[config.mk]
export PLATFORM = sky130hd
export DESIGN_NAME = aes128_shift_rows
export DESIGN_NICKNAME = d
export VERILOG_FILES = /design/src/rtl/aes128_shift_rows.sv
export SDC_FILE = /design/constraint.sdc
export NUM_CORES = 1
export LEC_CHECK = 0
export CAP_MARGIN = 10
export CORE_MARGIN = 1.5
export CORE_UTILIZATION = 35
export CTS_BUF_LIST = sky130_fd_sc_hd__clkbuf_8
export DETAILED_ROUTE_END_ITERATION = 6
export HOLD_SLACK_MARGIN = 0.05
export SLEW_MARGIN = 20
export SYNTH_ARGS = -nofsm -noshare
export SYNTH_HDL_FRONTEND = slang
export SYNTH_SLANG_ARGS = --single-unit
export TNS_END_PERCENT = 50
[constraint.sdc]
create_clock -name clk_i -period 5.18 [get_ports clk_i]
set_clock_uncertainty 0.15 [all_clocks]
set_input_delay 1.036 -clock clk_i [delete_from_list [all_inputs] [get_ports clk_i]]
set_output_delay 1.036 -clock clk_i [all_outputs]
set_load 0.02 [all_outputs]
[src/rtl/aes128_shift_rows.sv]
// ShiftRows / InvShiftRows stage: scatters the incoming SubBytes byte stream straight into its
// permuted slot in a 128-bit state register and pulses done_o once all 16 slots are filled.
module aes128_shift_rows #(
   parameter bit INVERSE = 1'b0
) (
   input  logic         clk_i,
   input  logic         rst_i,
   input  logic         start_i,
   input  logic [7:0]   data_i,
   input  logic [3:0]   addr_i,
   input  logic         valid_i,
   input  logic         done_i,
   output logic [127:0] state_o,
   output logic         done_o,
   output logic         busy_o,
   output logic         err_o
);

   typedef enum logic [1:0] {StIdle, StCollect, StDone} st_e;

   st_e            st_q;
   logic [127:0]   state_q;
   logic [15:0]    mask_q;
   logic           err_q;

   logic [1:0]     src_row;
   logic [1:0]     src_col;
   logic [1:0]     dst_col;
   logic [3:0]     dst_idx;
   logic [15:0]    dst_onehot;
   logic [15:0]    mask_nxt;
   logic           dup_write;

   // Row index is preserved; only the column rotates, with 2-bit wrap-around.
   always_comb begin
      src_row    = addr_i[1:0];
      src_col    = addr_i[3:2];
      dst_col    = INVERSE ? (src_col + src_row) : (src_col - src_row);
      dst_idx    = {dst_col, src_row};
      dst_onehot = 16'h0001 << dst_idx;
      mask_nxt   = mask_q | (valid_i ? dst_onehot : 16'h0000);
      dup_write  = valid_i && ((mask_q & dst_onehot) != 16'h0000);
   end

   always_ff @(posedge clk_i) begin
      if (rst_i) begin
         st_q    <= StIdle;
         state_q <= 128'h0;
         mask_q  <= 16'h0;
         err_q   <= 1'b0;
      end else begin
         unique case (st_q)
            StIdle: begin
               if (start_i) begin
                  st_q   <= StCollect;
                  mask_q <= 16'h0;
                  err_q  <= 1'b0;
               end
            end
            StCollect: begin
               if (start_i) begin
                  mask_q <= 16'h0;
                  err_q  <= 1'b0;
               end else begin
                  if (valid_i) begin
                     state_q[8*dst_idx +: 8] <= data_i;
                     mask_q                  <= mask_nxt;
                  end
                  // Completion takes priority so done_i alongside the last byte is legal.
                  if (mask_nxt == 16'hFFFF) begin
                     st_q <= StDone;
                     if (dup_write) err_q <= 1'b1;
                  end else if (done_i) begin
                     st_q  <= StIdle;
                     err_q <= 1'b1;
                  end else if (dup_write) begin
                     err_q <= 1'b1;
                  end
               end
            end
            StDone: begin
               if (start_i) begin
                  st_q   <= StCollect;
                  mask_q <= 16'h0;
                  err_q  <= 1'b0;
               end else begin
                  st_q <= StIdle;
               end
            end
            default: st_q <= StIdle;
         endcase
      end
   end

   assign state_o = state_q;
   assign done_o  = (st_q == StDone);
   assign busy_o  = (st_q == StCollect);
   assign err_o   = err_q;

endmodule

=== Yosys cells after proc, flatten, opt, wreduce, memory -nomap -nowiden ===
Index checks and enable logic that the tools add are counted.
W data, S select, Z words.

* Register bits after elaboration: 147
* Input port bits: 17
* Output and inout port bits: 131
* Word-level logic and storage cells: 47

* $add $sub $neg: 2
* Eq/ne operators: 8
* Shift-type cells: 3
* Mux-type cells: 18
* Bitwise operators: 3
* Reduce and logical (&&, ||, !) cells: 9

{| class="wikitable"
|+ Operators by type and width
! kind !! number
|-
| $bwmux W128 || 1
|-
| $shift A8 B34 Y128 const A || 1
|-
| $shiftx A8 B34 Y128 || 1
|-
| $mux W16 || 4
|-
| $neg A7 Y34 || 1
|-
| $pmux W16 S2 || 1
|-
| $and A16 B16 Y16 || 1
|-
| $eq A16 B16 Y1 const B || 1
|-
| $or A16 B16 Y16 || 1
|-
| $reduce_bool A16 Y1 || 1
|-
| $shl A1 B4 Y16 const A || 1
|-
| $reduce_and A3 Y1 || 3
|-
| $mux W2 || 4
|-
| $mux W1 || 6
|-
| $pmux W2 S3 || 1
|-
| $ne A2 B2 Y1 const B || 2
|-
| $ne A3 B2 Y1 const B || 1
|-
| $ne A3 B3 Y1 const B || 1
|-
| $eq A2 B1 Y1 const B || 1
|-
| $eq A2 B2 Y1 const B || 1
|-
| $logic_not A2 Y1 || 1
|-
| $ne A2 B1 Y1 const B || 1
|-
| $pmux W1 S2 || 1
|-
| $reduce_and A2 Y1 || 1
|-
| 5 further kinds || 5
|}

=== Depth between registers and ports, before layout ===
Gate-level depths: netlist (run 1).

* Depth in word-level cells: 10
* Mapped depth: 12
* Mapped depth without buffers: 10

=== Worst setup path before layout (run 1) ===
OpenSTA, ideal clock, no wires.

* Path kind: input to register
* From: input addr_i[2]
* To: register state_q[1] (netlist: state_o[1])
* Library setup time: 0.070 ns
* Data arrival time: 3.270 ns
* Data required time: 4.960 ns
* Setup slack: 1.690 ns
* Stages: 11
* Path buffers: 1
* Path through: inv_1 ha_1 xor3_1 inv_2 clkbuf_1 ha_1 nor2b_1 nand4_1 nor2_1 nand3b_1 a21oi_1

* Cells in the longest elaborated chain, start to end: 4
* Elaborated cells on any way between the ends: 5
* Those cells by class: add/sub (2); shift (2); mux (1)

{| class="wikitable"
|+ RTL lines
! element !! line !! RTL
|-
| start, declared || 10 || <nowiki>input logic [3:0] addr_i,</nowiki>
|-
| $sub A2 B2 Y2 * || 38 || <nowiki>dst_col = INVERSE ? (src_col + src_row) : (src_col - src_row);</nowiki>
|-
| $neg A7 Y34 * || 66 || <nowiki>state_q[8*dst_idx +: 8] <= data_i;</nowiki>
|-
| $shiftx A8 B34 Y128 or $shift A8 B34 Y128 (tied branches) || 66 ||
|-
| $bwmux W128 * || 66 ||
|-
| end signal, assigned by index || 66 ||
|-
| end, declared || 22 || <nowiki>logic [127:0] state_q;</nowiki>
|}

Every way passes the cells marked *; elsewhere a longest branch is shown, timed or not.
A chain may end at the register's enable or synchronous reset.

=== Worst setup path after layout (run 1) ===
* From: input addr_i[0]
* To: register state_q[2] (netlist: state_o[2])

* Cells in the longest elaborated chain, start to end: 4
* Elaborated cells on any way between the ends: 5
* Those cells by class: add/sub (2); shift (2); mux (1)

{| class="wikitable"
|+ RTL lines
! element !! line
|-
| $sub A2 B2 Y2 || 38
|-
| $neg A7 Y34 * || 66
|-
| $shiftx A8 B34 Y128 or $shift A8 B34 Y128 (tied branches) || 66
|-
| $bwmux W128 * || 66
|}

Marks and branches as above.

==> results of run 1 <==
[layer usage]
metal	part of all wire, %	up-vias
li1	-	2983
met1	47	2786
met2	46	191
met3	6.1	29
met4	1.6	0
met5	0	-
[area by class of cell]
type                       count  area [sq um]  area share, %
inverter                       8         30.03         0.3640
clock inverter                14         136.4          1.653
tap                          225         281.5          3.413
clock buffer                  18         247.7          3.003
sequential                   147          2943          35.67
timing repair buffer         161          1574          19.08
multi-input combinational    566          3037          36.81
[power groups by stage]
stage          clock network, mW  logic, mW  registers [mW]
6_report                   0.879      0.195            1.13
5_1_grt                    0.954      0.211            1.13
4_1_cts                    0.901      0.194            1.13
3_5_place_dp                   0      0.194            1.16
3_3_place_gp                   0      0.195            1.16
2_1_floorplan                  0      0.125            1.16
[cell usage after synthesis, drive strengths merged, types with 2 or more instances]
library cell	count
dfxtp	147
nand2	132
a21oi	122
nand3	84
nor2	53
clkbuf	43
o21ai	22
buf	17
nand4	17
and2	14
mux2i	11
a22oi	10
nand2b	10
a32o	9
nand3b	9
nor3	9
inv	8
or3	8
ha	7
nor2b	7
a31oi	6
and3	5
nor3b	5
a211oi	4
a221oi	3
a32oi	3
o211ai	2
[metrics by stage]
step / area (sq um) / setup slack [ns] / cells / hold slack, ns
finish: 8249 / 1.056 / 1139 / 0.3023
global route: 8249 / 0.7072 / 1139 / 0.3221
CTS: 8249 / 1.089 / 1139 / 0.3055
detailed placement: 7865 / 0.5949 / 1107 / 0.2937
global placement: 7865 / 0.7145 / 1107 / 0.2870
floorplan: 6267 / 1.690 / 781 / 0.2889
[sequential cells by signal (all words and copies together) (netlist names)]
register,count
err_o,1
mask_q,16
state_o,128
st_q,2
[path summary, 6_finish.rpt]
| kind | depth (start not counted) | slack [ns] | end | start |
|---|---|---|---|---|
| hold reg to reg | 2 | 0.30 | state_o[73] | state_o[73] |
| setup / recovery | 10 | 1.06 | state_o[2] | addr_i[0] |
| hold / removal | 2 | 0.30 | state_o[73] | state_o[73] |
| setup reg to reg | 7 | 2.52 | state_o[84] | st_q[1] |
[cell usage in the layout, fill, tap and decap left out, drive strengths merged, types with 2 or more instances in the layout]
| cell type | instances |
|---|---|
| a211oi | 4 |
| a21oi | 122 |
| a221oi | 3 |
| a22oi | 10 |
| a31oi | 6 |
| a32o | 9 |
| a32oi | 3 |
| and2 | 14 |
| and3 | 5 |
| buf | 15 |
| bufinv | 2 |
| clkbuf | 18 |
| clkdlybuf4s50 | 146 |
| clkinv | 5 |
| clkinvlp | 4 |
| dfxtp | 147 |
| ha | 7 |
| inv | 11 |
| mux2i | 11 |
| nand2 | 132 |
| nand2b | 10 |
| nand3 | 84 |
| nand3b | 9 |
| nand4 | 17 |
| nor2 | 53 |
| nor2b | 7 |
| nor3 | 9 |
| nor3b | 5 |
| o211ai | 2 |
| o21ai | 22 |
| or3 | 8 |
[worst max-delay path: cells and delay by family]
family,cells,cell delay [ns]
AO/OA/AOI/OAI,1,0.17
adder cells (fa/ha/maj),2,0.71
AND/OR/NAND/NOR,4,1.33
buffers and inverters,2,0.83
XOR/XNOR,1,0.27
[cell families after synthesis]
logic type               count (synthesis)  synth area share (%)
AO/OA/AOI/OAI                          187                 17.43
XOR/XNOR                                 3                0.6588
adder cells (fa/ha/maj)                  7                 1.397
buffers and inverters                   68                 4.592
flip-flops                             147                 46.96
multiplexers                            12                 1.937
AND/OR/NAND/NOR                        357                 27.03
==> flow_metrics.tcl, run 1 <==
set metrics [dict create \
    run_status "finished clean" \
    critPathMaxStageDelay_ns 0.62 \
    crit_path_frequent_cell "sky130_fd_sc_hd__ha_1" \
    routed_via_density 5.258 \
    clkSinkCount 147 \
    core_area_sq_um 17420 \
    drt.antenna.violating_nets 0 \
    worst_pin_slew_ns 1.051 \
    remaining_drc_errors 0 \
    grt_pass1_wl_microns 30170 \
    p_switching_mw 0.5842 \
    post_cts.repair.setup_buffers 0 \
    post_cts_resized 0 \
    cts_root_buffer "sky130_fd_sc_hd__clkbuf_8" \
    post_synth_inst_count 781 \
    synth.distinct_cells 52 \
    synth_top_area_share_pct 46.96 \
    intPower_mw 1.623 \
    timing_worst_setup_path_type "in2reg" \
    yosys_warnings 0 \
    grt_antenna_before_repair 0 \
    syn2layout_area_growth_pct 31.62 \
    clock_power_share_pct 39.8 \
    yosys_most_used_dff "sky130_fd_sc_hd__dfxtp_1" \
    fraction_of_final_layout_cells_sized_beyond_drive_strength_1_pct 6.018 \
    routabilityCongestion 0.8028 \
    post_synth_instance_area_sq_um 6267 \
    power.density_nw_per_um2 267.6 \
    timing.critical_path.slowest_stage_cell "sky130_fd_sc_hd__clkdlybuf4s50_1" \
    pwr-share-seq_pct 51.3 \
    setup_tns_final_ns 0 \
    grt_overflow 0 \
    ff_latch_count_synth 147 \
    setup_viol 0 \
    finalCoreUtilization_pct 47.36 \
    dieHeight_microns 136.8 \
    post_synth.cell_area_avg_sq_um 8.025 \
    first_global_vias 5478 \
    grt_busiest_layer "met2" \
    period_utilization_post_route_pct 79.62 \
    floorplan.rows 48 \
    drv_cap 0 \
    grt.met2_usage_pct 32.24 \
    startpoint_type "input port" \
    grt_start_max_net_pins 103 \
    post-route-min-period_ns 4.124 \
    fill_cells 1757 \
    design.final.nets 925 \
    crit_path_cell_trace "clkdlybuf4s50_1, ha_1, xor3_1, inv_2, ha_1, nor2b_1, nand4_1, nor2_1, nand3b_1, a21oi_1" \
    power.share.switching_pct 26.47 \
    grt_setup_unrepaired "no" \
    max-vdd-ir-drop_uv 159.0 \
    clock_tree_from_tritoncts "yes" \
    first_iter_violations 457 \
    clock_tree.htree_level_count 4 \
    routed_wl_microns 19520 \
    die_w_microns 136.8 \
    synth.area.top_cells "sky130_fd_sc_hd__dfxtp_1 (47%), sky130_fd_sc_hd__a21oi_1 (9.7%), sky130_fd_sc_hd__nand2_1 (7.8%)" \
    grt_use_total_pct 21.20 \
    fmax_ghz 0.2425 \
    report.final.slew_viol_count 0 \
    grt_use_met1_pct 29.21 \
    buffer_ports.inserted 147 \
    ant_diodes 0 \
    combinational_power_share_pct 8.9 \
    timing_hold_violations_final 0 \
    critical_path_peak_fanout 16 \
    cts_max_path_buffers 2 \
    slew_headroom_pct 29.91 \
    synth_enable_flop_cells 0 \
    timing.critical_path.arrival_ns 4.35 \
    power.leakage_nw 2.626 \
    cts.clk_slew.worst_paths_ns 0.08 \
    dp.final_hpwl_microns 13170 \
    cts-buffers-inserted 17 \
    dieArea_sq_um 18720 \
    drt-wirelength-per-cell_microns 17.14 \
    synth_seq_area_share_pct 46.96 \
    clock_insertion_delay_worst_skew_ns 0.46 \
    number_of_ports_placed_on_the_die_boundary 148 \
    syn-num-nets 805 \
    synthArstFlopShare_pct 0 \
    total_vias_in_the_final_route 5989 \
    cts_hold_repair.buffers 0 \
    required_ns 5.41 \
    initial_core_utilization_pct 35.98 \
    groute.layer.met3.usage_pct 5.667 \
    worstHoldPathType "reg2reg" \
    synth_area_leader_cell "sky130_fd_sc_hd__dfxtp_1" \
    finalPower_mw 2.207 \
    worstSetupEndpointType "flop" \
    drt_pass1_iterations 5 \
]
(Power assumes the default switching activity.)
==> inputs of run 2 (changes only) <==
==> constraint.sdc (replaced) <==
create_clock -name clk_i -period 4.1 [get_ports clk_i]
set_clock_uncertainty 0.15 [all_clocks]
set_input_delay 0.82 -clock clk_i [delete_from_list [all_inputs] [get_ports clk_i]]
set_output_delay 0.82 -clock clk_i [all_outputs]
set_load 0.02 [all_outputs]
==> run 2 against run 1 <==
Largest power group unchanged. Flip-flop and latch count is the same. Sequential power up 27%. Via count grew 2.2%. Wire length increased by 3.0%. Clock power grew 25%. Sequential share of layout area down 0.40 points. Die area unchanged.
==> flow_metrics.tcl, run 2 (same netlist as run 1, synthesis figures left out) <==
set metrics [dict create \
    run_status "finished clean" \
    timing_hold_violations_final 0 \
    worst_pin_slew_ns 0.8293 \
    power.leakage_nw 2.691 \
    cts.clk_slew.worst_paths_ns 0.08 \
    remaining_drc_errors 0 \
    clock_tree_from_tritoncts "yes" \
    grt_pass1_wl_microns 30940 \
    critical_path_peak_fanout 8 \
    buffer_ports.inserted 147 \
    cts_hold_repair.buffers 0 \
    first_iter_violations 473 \
    number_of_ports_placed_on_the_die_boundary 148 \
    post_cts.repair.setup_buffers 0 \
    drv_cap 0 \
    post-route-min-period_ns 3.366 \
    max-vdd-ir-drop_uv 200.9 \
    clock_tree.htree_level_count 4 \
    design.final.nets 937 \
    total_vias_in_the_final_route 6120 \
    clkSinkCount 147 \
    multiInputGateArea_sq_um 3037 \
    initial_core_utilization_pct 35.98 \
    cts_root_buffer "sky130_fd_sc_hd__clkbuf_8" \
    worstSetupStartpoint "addr_i[1]" \
    grt_overflow 0 \
    die_w_microns 136.8 \
    whs_path_depth 2 \
    grt_start_max_net_pins 85 \
    setup_tns_final_ns 0 \
    setup_viol 0 \
    fmax_ghz 0.2970 \
    period_utilization_post_route_pct 82.11 \
    worstSetupEndpointType "flop" \
    fraction_of_final_layout_cells_sized_beyond_drive_strength_1_pct 7.343 \
    finalCoreUtilization_pct 47.90 \
    dieArea_sq_um 18720 \
    worst_hold_startpoint "state_o[102]" \
    final_common_cell "sky130_fd_sc_hd__dfxtp_1" \
    first_global_vias 5600 \
    worstHoldPathType "reg2reg" \
    slew_headroom_pct 44.54 \
    grt_use_total_pct 21.65 \
    core_area_sq_um 17420 \
    fill_cells 1734 \
    routed_wl_microns 20100 \
    ant_diodes 0 \
    power.density_nw_per_um2 335.3 \
    post_cts_resized 0 \
    required_ns 4.34 \
    cts_max_path_buffers 2 \
    register_area_sq_um 2943 \
    timing.critical_path.arrival_ns 3.60 \
    routed_via_density 5.317 \
    floorplan.rows 48 \
    dp.cells 1119 \
    timing_worst_setup_path_type "in2reg" \
    clock_insertion_delay_worst_skew_ns 0.46 \
    layout.cells.non_filler 1151 \
    drt-wirelength-per-cell_microns 17.47 \
    largest_register_ffs 128 \
    grt_antenna_before_repair 0 \
    grt_setup_unrepaired "no" \
    cts-buffers-inserted 17 \
    startpoint_type "input port" \
    drt.antenna.violating_nets 0 \
    rr_worst_depth 6 \
    syn2layout_area_growth_pct 33.12 \
    dieHeight_microns 136.8 \
    drt_pass1_iterations 4 \
    dp.final_hpwl_microns 13370 \
    worstReg2RegStart "st_q[0]" \
    final_cell_mix "sky130_fd_sc_hd__dfxtp_1 (147), sky130_fd_sc_hd__clkdlybuf4s50_1 (146), sky130_fd_sc_hd__nand2_1 (131)" \
    routabilityCongestion 0.8600 \
    report.final.slew_viol_count 0 \
]
-- run 2: cell count changes in the layout (fill, tap and decap cells not counted), sizes merged --
| cell | before | now |
|---|---|---|
| clkinv | 5 | 3 |
| bufinv | 2 | 0 |
| buf | 15 | 27 |
| clkinvlp | 4 | 1 |
| clkbuf | 18 | 19 |
| inv | 11 | 17 |
-- run 2: area by class of cell --
type	instances	area share (%)
flip-flops and latches	147	35.27
multi-input cells	566	36.40
clock inverters	13	1.365
clock buffers	19	3.134
inverters	8	0.3599
repair buffers	173	20.10
well taps	225	3.374
-- run 2: power by group --
| group | switching, mW | leakage [nW] | internal [mW] |
|---|---|---|---|
| clock | 0.625 | 0.193 | 0.473 |
| combinational | 0.185 | 1.31 | 0.0828 |
| sequential | 0.00268 | 1.18 | 1.43 |
| total | 0.813 | 2.69 | 1.98 |
-- run 2: critical path, cell delays in order --
cell	delay (ns)
sky130_fd_sc_hd__clkdlybuf4s50_1	0.60
sky130_fd_sc_hd__xor3_1	0.48
sky130_fd_sc_hd__inv_2	0.07
sky130_fd_sc_hd__ha_1	0.30
sky130_fd_sc_hd__nor2b_1	0.38
sky130_fd_sc_hd__nand4_1	0.20
sky130_fd_sc_hd__nor2_1	0.44
sky130_fd_sc_hd__nand3b_1	0.13
sky130_fd_sc_hd__a21oi_1	0.18
-- run 2: stage by stage --
| step | hold slack (ns) | total power, mW | setup slack (ns) | cell area (sq um) |
|---|---|---|---|---|
| 2_1_floorplan | 0.2889 | 1.625 | 0.8259 | 6267 |
| 3_3_place_gp | 0.2879 | 1.731 | 0.3532 | 7968 |
| 3_5_place_dp | 0.2940 | 1.730 | 0.2607 | 7968 |
| 4_1_cts | 0.3058 | 2.812 | 0.7427 | 8343 |
| 5_1_grt | 0.3240 | 2.904 | 0.4988 | 8343 |
| 6_report | 0.3012 | 2.797 | 0.7335 | 8343 |
-- run 2: worst paths after layout --
path | slack, ns | endpoint
setup / recovery | 0.73 | state_o[6]
hold / removal | 0.30 | state_o[102]
setup reg to reg | 1.62 | state_o[6]
hold reg to reg | 0.30 | state_o[102]
-- run 2: layer usage --
layer  GRT usage [%]  part of all wire, %  vias up
met4           6.257                  1.4        0
met5               0                    0        -
li1                -                    -     3009
met3           6.630                  7.7       29
met1           29.99                   46     2850
met2           32.36                   45      232
